$ cat config.mk
export PLATFORM = sky130hd
export DESIGN_NAME = seq_mult_param
export DESIGN_NICKNAME = d
export VERILOG_FILES = /design/src/rtl/seq_mult_param_pkg.sv /design/src/rtl/seq_mult_ctrl.sv /design/src/rtl/seq_mult_param.sv
export SDC_FILE = /design/constraint.sdc
export NUM_CORES = 1
export LEC_CHECK = 0
export BUFFER_PORTS_ARGS = -buffer_cell sky130_fd_sc_hd__buf_2
export CORE_MARGIN = 2
export CORE_UTILIZATION = 59
export CTS_CLUSTER_SIZE = 24
export DETAILED_ROUTE_END_ITERATION = 8
export PLACE_DENSITY = 0.77
export SLEW_MARGIN = 20
export SYNTH_ARGS = -nofsm -noshare
export SYNTH_HDL_FRONTEND = slang
export SYNTH_SLANG_ARGS = --single-unit
$ cat constraint.sdc
create_clock -name clk -period 2.8 [get_ports clk]
set_clock_uncertainty 0.05 [all_clocks]
set_input_delay 0.14 -clock clk [delete_from_list [all_inputs] [get_ports clk]]
set_output_delay 0.14 -clock clk [all_outputs]
set_load 0.05 [all_outputs]
$ cat src/rtl/seq_mult_param_pkg.sv
// Shared definitions for the seq_mult_param shift-add multiplier:
// controller state encoding and the iteration-counter width helper.
package seq_mult_param_pkg;

    typedef enum logic [1:0] {
        StIdle = 2'd0,
        StRun  = 2'd1,
        StFin  = 2'd2
    } state_e;

    // Smallest r with 2**r >= v; used as clog2(W+1) to size a counter holding W.
    function automatic int unsigned clog2(input int unsigned v);
        int unsigned r;
        r = 0;
        for (int i = 0; i < 32; i++) begin
            if ((64'd1 << i) < 64'(v)) begin
                r = i + 1;
            end
        end
        return r;
    endfunction

endpackage

$ cat src/rtl/seq_mult_ctrl.sv
// Controller for seq_mult_param: state register, iteration counter, busy/done,
// and the load/step/finish enables that drive the datapath in the top.
module seq_mult_ctrl
    import seq_mult_param_pkg::*;
#(
    parameter int unsigned W = 8
) (
    input  logic clk,
    input  logic reset,
    input  logic go,
    input  logic mreg_last,  // this step leaves the multiplier register empty
    output logic load,
    output logic step,
    output logic fin,
    output logic busy,
    output logic done
);

    localparam int unsigned CW = clog2(W + 1);
    localparam logic [CW-1:0] CntInit = CW'(W);

    state_e        state_q, state_d;
    logic [CW-1:0] cnt_q;
    logic          done_q;

    // State register.
    always_ff @(posedge clk) begin
        if (reset) begin
            state_q <= StIdle;
        end else begin
            state_q <= state_d;
        end
    end

    // Iteration counter and registered done pulse; a counter of zero in RUN
    // buys the extra settle edge before FIN.
    always_ff @(posedge clk) begin
        if (reset) begin
            cnt_q  <= '0;
            done_q <= 1'b0;
        end else begin
            done_q <= fin;
            if (load) begin
                cnt_q <= CntInit;
            end else if (step) begin
                cnt_q <= (cnt_q == CW'(1) || mreg_last) ? '0 : cnt_q - CW'(1);
            end
        end
    end

    // Next-state logic.
    always_comb begin
        state_d = state_q;
        unique case (state_q)
            StIdle: if (go) state_d = StRun;
            StRun:  if (cnt_q == '0) state_d = StFin;
            StFin:  state_d = StIdle;
            default: state_d = StIdle;
        endcase
    end

    // Output decode: datapath enables and status.
    always_comb begin
        load = (state_q == StIdle) && go;
        step = (state_q == StRun) && (cnt_q != '0);
        fin  = (state_q == StFin);
        busy = (state_q != StIdle);
        done = done_q;
    end

endmodule

$ cat src/rtl/seq_mult_param.sv
// Parametrised shift-add sequential multiplier with go/done handshake and
// runtime signed/unsigned mode. Datapath registers live here; sequencing is in
// seq_mult_ctrl.
// Optional build macro: MULT_EARLY_EXIT_EN -- stop iterating once the
// remaining multiplier bits are all zero (product unchanged, shorter latency).
module seq_mult_param
    import seq_mult_param_pkg::*;
#(
    parameter int unsigned W = 8
) (
    input  logic           clk,
    input  logic           reset,
    input  logic           go,
    input  logic           sgn,
    input  logic [W-1:0]   ain,
    input  logic [W-1:0]   pin,
    output logic           busy,
    output logic           done,
    output logic [2*W-1:0] p
);

    logic [2*W-1:0] acc_q, mcand_q, p_q;
    logic [W-1:0]   mreg_q;
    logic           neg_q;

    logic [W-1:0]   amag, pmag;
    logic           load, step, fin, mreg_last;

    // Operand magnitudes; -2**(W-1) maps to 2**(W-1), which still fits W bits unsigned.
    always_comb begin
        amag = (sgn && ain[W-1]) ? -ain : ain;
        pmag = (sgn && pin[W-1]) ? -pin : pin;
    end

`ifdef MULT_EARLY_EXIT_EN
    assign mreg_last = (mreg_q[W-1:1] == '0);
`else
    assign mreg_last = 1'b0;
`endif

    // Datapath: load magnitudes, shift-add one multiplier bit per step, sign-fix on finish.
    always_ff @(posedge clk) begin
        if (reset) begin
            acc_q   <= '0;
            mcand_q <= '0;
            mreg_q  <= '0;
            neg_q   <= 1'b0;
            p_q     <= '0;
        end else if (load) begin
            acc_q   <= '0;
            mcand_q <= {{W{1'b0}}, amag};
            mreg_q  <= pmag;
            neg_q   <= sgn & (ain[W-1] ^ pin[W-1]);
        end else if (step) begin
            if (mreg_q[0]) begin
                acc_q <= acc_q + mcand_q;
            end
            mcand_q <= mcand_q << 1;
            mreg_q  <= mreg_q >> 1;
        end else if (fin) begin
            p_q <= neg_q ? -acc_q : acc_q;
        end
    end

    assign p = p_q;

    seq_mult_ctrl #(
        .W (W)
    ) u_ctrl (
        .clk       (clk),
        .reset     (reset),
        .go        (go),
        .mreg_last (mreg_last),
        .load      (load),
        .step      (step),
        .fin       (fin),
        .busy      (busy),
        .done      (done)
    );

endmodule

; ---- After elaboration in Yosys (flattened, before gate mapping)
; Cells that the tools add are included.
[op_classes]
bitwise = 4
mux = 13
reduce_logical = 13
addsub = 5
n_eq_ne = 5
[ops]
columns = op, count
row1 = 8-bit two-way mux, 6
row2 = 16-bit adder, 1
row3 = 16-bit two-way mux, 1
row4 = 16-bit negation, 1
row5 = 8-bit negation, 2
row6 = 4-bit two-way mux, 3
row7 = 4-bit by 1-bit equality test with 1-bit output (second input constant), 1
row8 = 1-bit logical AND, 4
row9 = 4-bit zero test, 1
row10 = 2-bit two-way mux, 2
row11 = 2-bit one-hot mux with 2 select lines, 1
row12 = 2-bit AND reduction, 2
row13 = 2-bit nonzero test, 2
row14 = 4-bit nonzero test, 1
row15 = 4-bit by 1-bit subtractor with 4-bit output (second input constant), 1
row16 = 3-bit AND reduction, 1
row17 = 2-bit by 1-bit equality test with 1-bit output (second input constant), 1
row18 = 2-bit equality test (second input constant), 1
row19 = 2-bit zero test, 1
row20 = 2-bit by 1-bit inequality test with 1-bit output (second input constant), 1
row21 = 2-bit inequality test (second input constant), 1
row22 = 1-bit inverter, 2
row23 = 2-bit OR reduction, 1
row24 = 1-bit AND, 1
row25 = 1-bit bitwise XOR, 1
[word_totals]
out_inout_bits = 18
reg_bits = 64
wordCells = 50

; ---- Depth between registers and ports, before layout
[logic_depth]
word_depth = 4
mapped_depth = 9
depth_no_buf = 8

; ---- By module
; A second synthesis with hierarchy kept.
[unflattened]
cells_unflattened = 459
hier_area_um2 = 3816.2
[by_module_without_submodules]
columns = module, cells_each, n_inst, area_each_um2
row1 = seq_mult_param, 411, 1, 3393.3
row2 = seq_mult_ctrl, 48, 1, 422.9

; ---- Least setup slack after synthesis
; OpenSTA, ideal clock, no wires.
[synth_timing]
path_type = reg-to-reg
startpoint = register acc_q[0]
endpoint = register acc_q[14]
stages_incl_launch_ff = 9
setup_slack_ns = 0.503
required_time_ns = 2.628
setup_ns = 0.122
arrival_time_ns = 2.125
cell_sequence = dfxtp_1 ha_1 fa_1 a21oi_1 o211a_1 nor2_1 a221oi_1 mux2i_1 a311o_1
[synth_between]
elab_chain_len = 1
[synth_rtl]
columns = element, line_no
row1 = from (decl), seq_mult_param.sv:22  ; logic [2*W-1:0] acc_q, mcand_q, p_q;
row2 = from (signal assigned), seq_mult_param.sv:56  ; acc_q <= acc_q + mcand_q;
row3 = 16-bit adder, seq_mult_param.sv:56
; Every way passes these cells.
; A chain may end at the register's enable or synchronous reset.

; ---- Final worst setup path
; Ends and elaborated chain as after synthesis.

==> flow_summary_export.csv <==
group,metric,value,unit
cts,path_clk_slew,0.07,ns
drt,drc,0,
drt,route.final.wire_length,8200,um
drt,final_antenna_net_count,0,
power,total_leakage_power,1.76,nW
sta,fin_tns_setup,0,ns
die,std_cell_rows,29,
yosys,yosysMostFrequentCell,"nand2_1",
power,power.total,2.19,mW
yosys,synth_fp_nets,522,
power,vdd_drop_max,0.000401,V
drt,drtIter0Drc,212,
sta,final_max_slew_viol_count,0,
die,die_h,84.5,um
die,io_pins,38,
sta,finalCritPeriodShare,0.908,
yosys,synth_area,3820,um2
placed_design,place_congestion,1.01,
drt,vias,3461,
sta,slew-limit-headroom,0.452,
drt,dr.pass1.iters,4,
job,maxCapViolCount,0,
worst_setup_path,cp_max_fo,7,
cells_and_area,antenna_cells,0,
cts,cts_resized,0,
yosys,ys_top_cells_by_count,"nand2_1 (73), dfxtp_1 (64), nor2_1 (47)",
cells_and_area,fin_cells,593,
sta,rsz0062_at_grt,"no",
global_routing,grt_first_pass_wirelength,14300,um
worst_setup_path,start_kind,"flop",
placed_design,dp_cells,577,
drt,via_per_inst,5.84,
yosys,yosysTopAreaCell,"dfxtp_1",
placed_design,port_buffers,37,
cells_and_area,n_fill_cell,549,
yosys,yosys.area.top_type_share,0.335,
yosys,yosys_warnings,0,
sta,hold_viol,0,
worst_setup_path,cp.required,2.98,ns
yosys,synthCells,480,
worst_setup_path,cp_cell_sequence,"ha_1, fa_1, a21oi_1, o211a_1, nor2_1, a221oi_1, mux2i_1, a311o_1",
cells_and_area,design_area,4250,um2
die,fp.dieW,84.5,um
placed_design,place_hpwl,6090,um
sta,fmax,0.393,GHz
global_routing,grt_overflow,0,
die,initial_core_util,0.605,
cts,ctsHoldBuffers,0,
drt,post_drt_wl_per_cell,13.8,um
cells_and_area,nNetsFinal,553,
global_routing,antenna_found_initial,0,
cells_and_area,drive_above_1_share,0.143,
cts,insertion_delay,0.35,ns
worst_setup_path,arrival,2.72,ns
cts,cts_tree,"done",
global_routing,grt_pass1_vias,3220,
worst_setup_path,critPathSlowestCell,"fa_1",
worst_setup_path,path_class,"flop to flop",
cells_and_area,multi_input_area,2350,um2
yosys,synth-main-ff-cell,"dfxtp_1",
cells_and_area,seqCellArea,1280,um2
die,core_area,6310,um2
sta,fin_crit,2.54,ns
yosys,async_reset_ff_frac,0,
yosys,syn-mean-instance-area,7.96,um2
cts,h-tree-depth,3,
cells_and_area,postLayoutCoreUtil,0.673,
cts,cts_setup_buffers,0,
worst_setup_path,cp_slowest_stage_delay,0.43,ns
worst_setup_path,reg2reg_slack,0.26,ns
power,powerDensity,515,nW/um2
yosys,ys_types,51,
global_routing,gr-usage-all-layers,0.244,
cts,clock-sinks,64,
global_routing,grt_max_degree,38,
cts,cts-root-buf,"clkbuf_8",
cells_and_area,area_growth,11.1,%
placed_design,postPlaceCellArea,4030,um2
sta,worst_pin_slew,0.819,ns
yosys,synth-seq-cells,64,
die,die-area,7140,um2
run_status,status,"complete, no violations",
sta,setup_viol,0,
cts,cts_buffers,9,
yosys,synth_area_leaders,"dfxtp_1 (34%), nand2_1 (7.2%), ha_1 (6.9%), xor2_1 (6.0%), a21oi_1 (5.6%)",
min_path,hold_class,"primary input to flop",
worst_setup_path,crit_family,"compound AO/OA/AOI/OAI gates",
yosys,synth_seq_area_share,0.335,
worst_setup_path,worstPathBufferInverterCount,0,
worst_setup_path,end_kind,"flop",
cts,max-clock-path-buffers,2,
yosys,synth-edff-count,0,
==> flip-flops by register name, indices dropped and copies added, names as in the netlist <==
signal          flops
acc_q              16
neg_q               1
u_ctrl.state_q      2
u_ctrl.done         1
u_ctrl.cnt_q        4
mreg_q              8
p                  16
mcand_q            16
==> worst min-delay path, stage by stage <==
cell and delay [ns]:
buf_2 0.12, nand2_1 0.05, a21oi_1 0.05
==> cell type report <==
| cell class | instances | share of cell area |
|---|---|---|
| Tap cell | 77 | 0.0227 |
| Multi-Input combinational cell | 377 | 0.552 |
| Clock inverter | 5 | 0.0189 |
| Clock buffer | 11 | 0.0333 |
| Timing Repair Buffer | 46 | 0.0595 |
| Sequential cell | 64 | 0.302 |
| Inverter | 13 | 0.0115 |
==> worst paths after layout <==
| check | start | endpoint | cells after the start |
|---|---|---|---|
| setup / recovery | acc_q[0] | acc_q[14] | 8 |
| hold / removal | ain[0] | mcand_q[0] | 3 |
| setup reg to reg | acc_q[0] | acc_q[14] | 8 |
| hold reg to reg | p[0] | p[0] | 2 |
==> cell usage in the layout, fill, tap and decap left out, types with 2 or more instances in the layout <==
master | netlist | final
a21boi_0 | 2 | 2
a311oi_1 | 11 | 11
a211oi_1 | 23 | 23
clkbuf_8 | 5 | 10
nand3_1 | 14 | 14
a31o_2 | 2 | 2
xnor2_1 | 5 | 5
or2_2 | 2 | 2
a21o_1 | 5 | 5
or3_1 | 6 | 6
or4_1 | 2 | 2
dfxtp_1 | 64 | 64
bufinv_16 | 0 | 2
o211ai_1 | 3 | 3
inv_1 | 13 | 13
o21bai_1 | 2 | 2
clkinvlp_4 | 0 | 2
nor4_1 | 6 | 6
nor2_1 | 47 | 47
a31oi_1 | 3 | 3
nand2_1 | 73 | 73
o31ai_1 | 6 | 6
or4_4 | 2 | 2
a221oi_1 | 2 | 2
xor2_1 | 26 | 26
buf_2 | 1 | 37
o31ai_2 | 2 | 2
ha_1 | 21 | 21
o21ai_0 | 15 | 15
nand4_1 | 5 | 5
a21oi_1 | 43 | 43
nand2b_1 | 7 | 7
nor3_1 | 13 | 13
buf_4 | 0 | 9
nand3b_1 | 3 | 3
nor2b_1 | 4 | 3
and3_1 | 4 | 4
mux2i_1 | 4 | 4
==> per-stage QoR <==
stage / worst slack [ns] / hold WS (ns)
detailed placement: 0.295 / 0.376
global placement: 0.403 / 0.377
finish: 0.258 / 0.0175
floorplan: 0.503 / 0.226
global route: 0.137 / 0.0322
CTS: 0.278 / 0.00573
==> logic make-up (layout without fill, tap and decap cells) <==
family	count (synthesis)	in the layout	share of synthesized area
flops	64	64	0.335
xor+xnor	31	31	0.0710
compound gates	127	127	0.222
fa+ha+maj	22	22	0.0740
mux	4	4	0.0105
simple gates	193	193	0.235
buf+inv	39	75	0.0517
==> per-layer routing <==
| metal | track usage | wire (um) | part of all wire | vias to the layer above |
|---|---|---|---|---|
| met5 | 0 | 0 | 0 | - |
| met4 | 0.113 | 178 | 0.022 | 0 |
| met3 | 0.0393 | 316 | 0.039 | 15 |
| met2 | 0.399 | 3860 | 0.47 | 79 |
| met1 | 0.316 | 3840 | 0.47 | 1585 |
| li1 | - | - | - | 1782 |
==> report_power, final <==
part | switching (mW) | total [mW] | internal, mW
Sequential | 0.0331 | 0.987 | 0.954
Clock | 0.354 | 0.878 | 0.524
Combinational | 0.211 | 0.322 | 0.111
No activity file was read; power rests on OpenSTA's default activity.
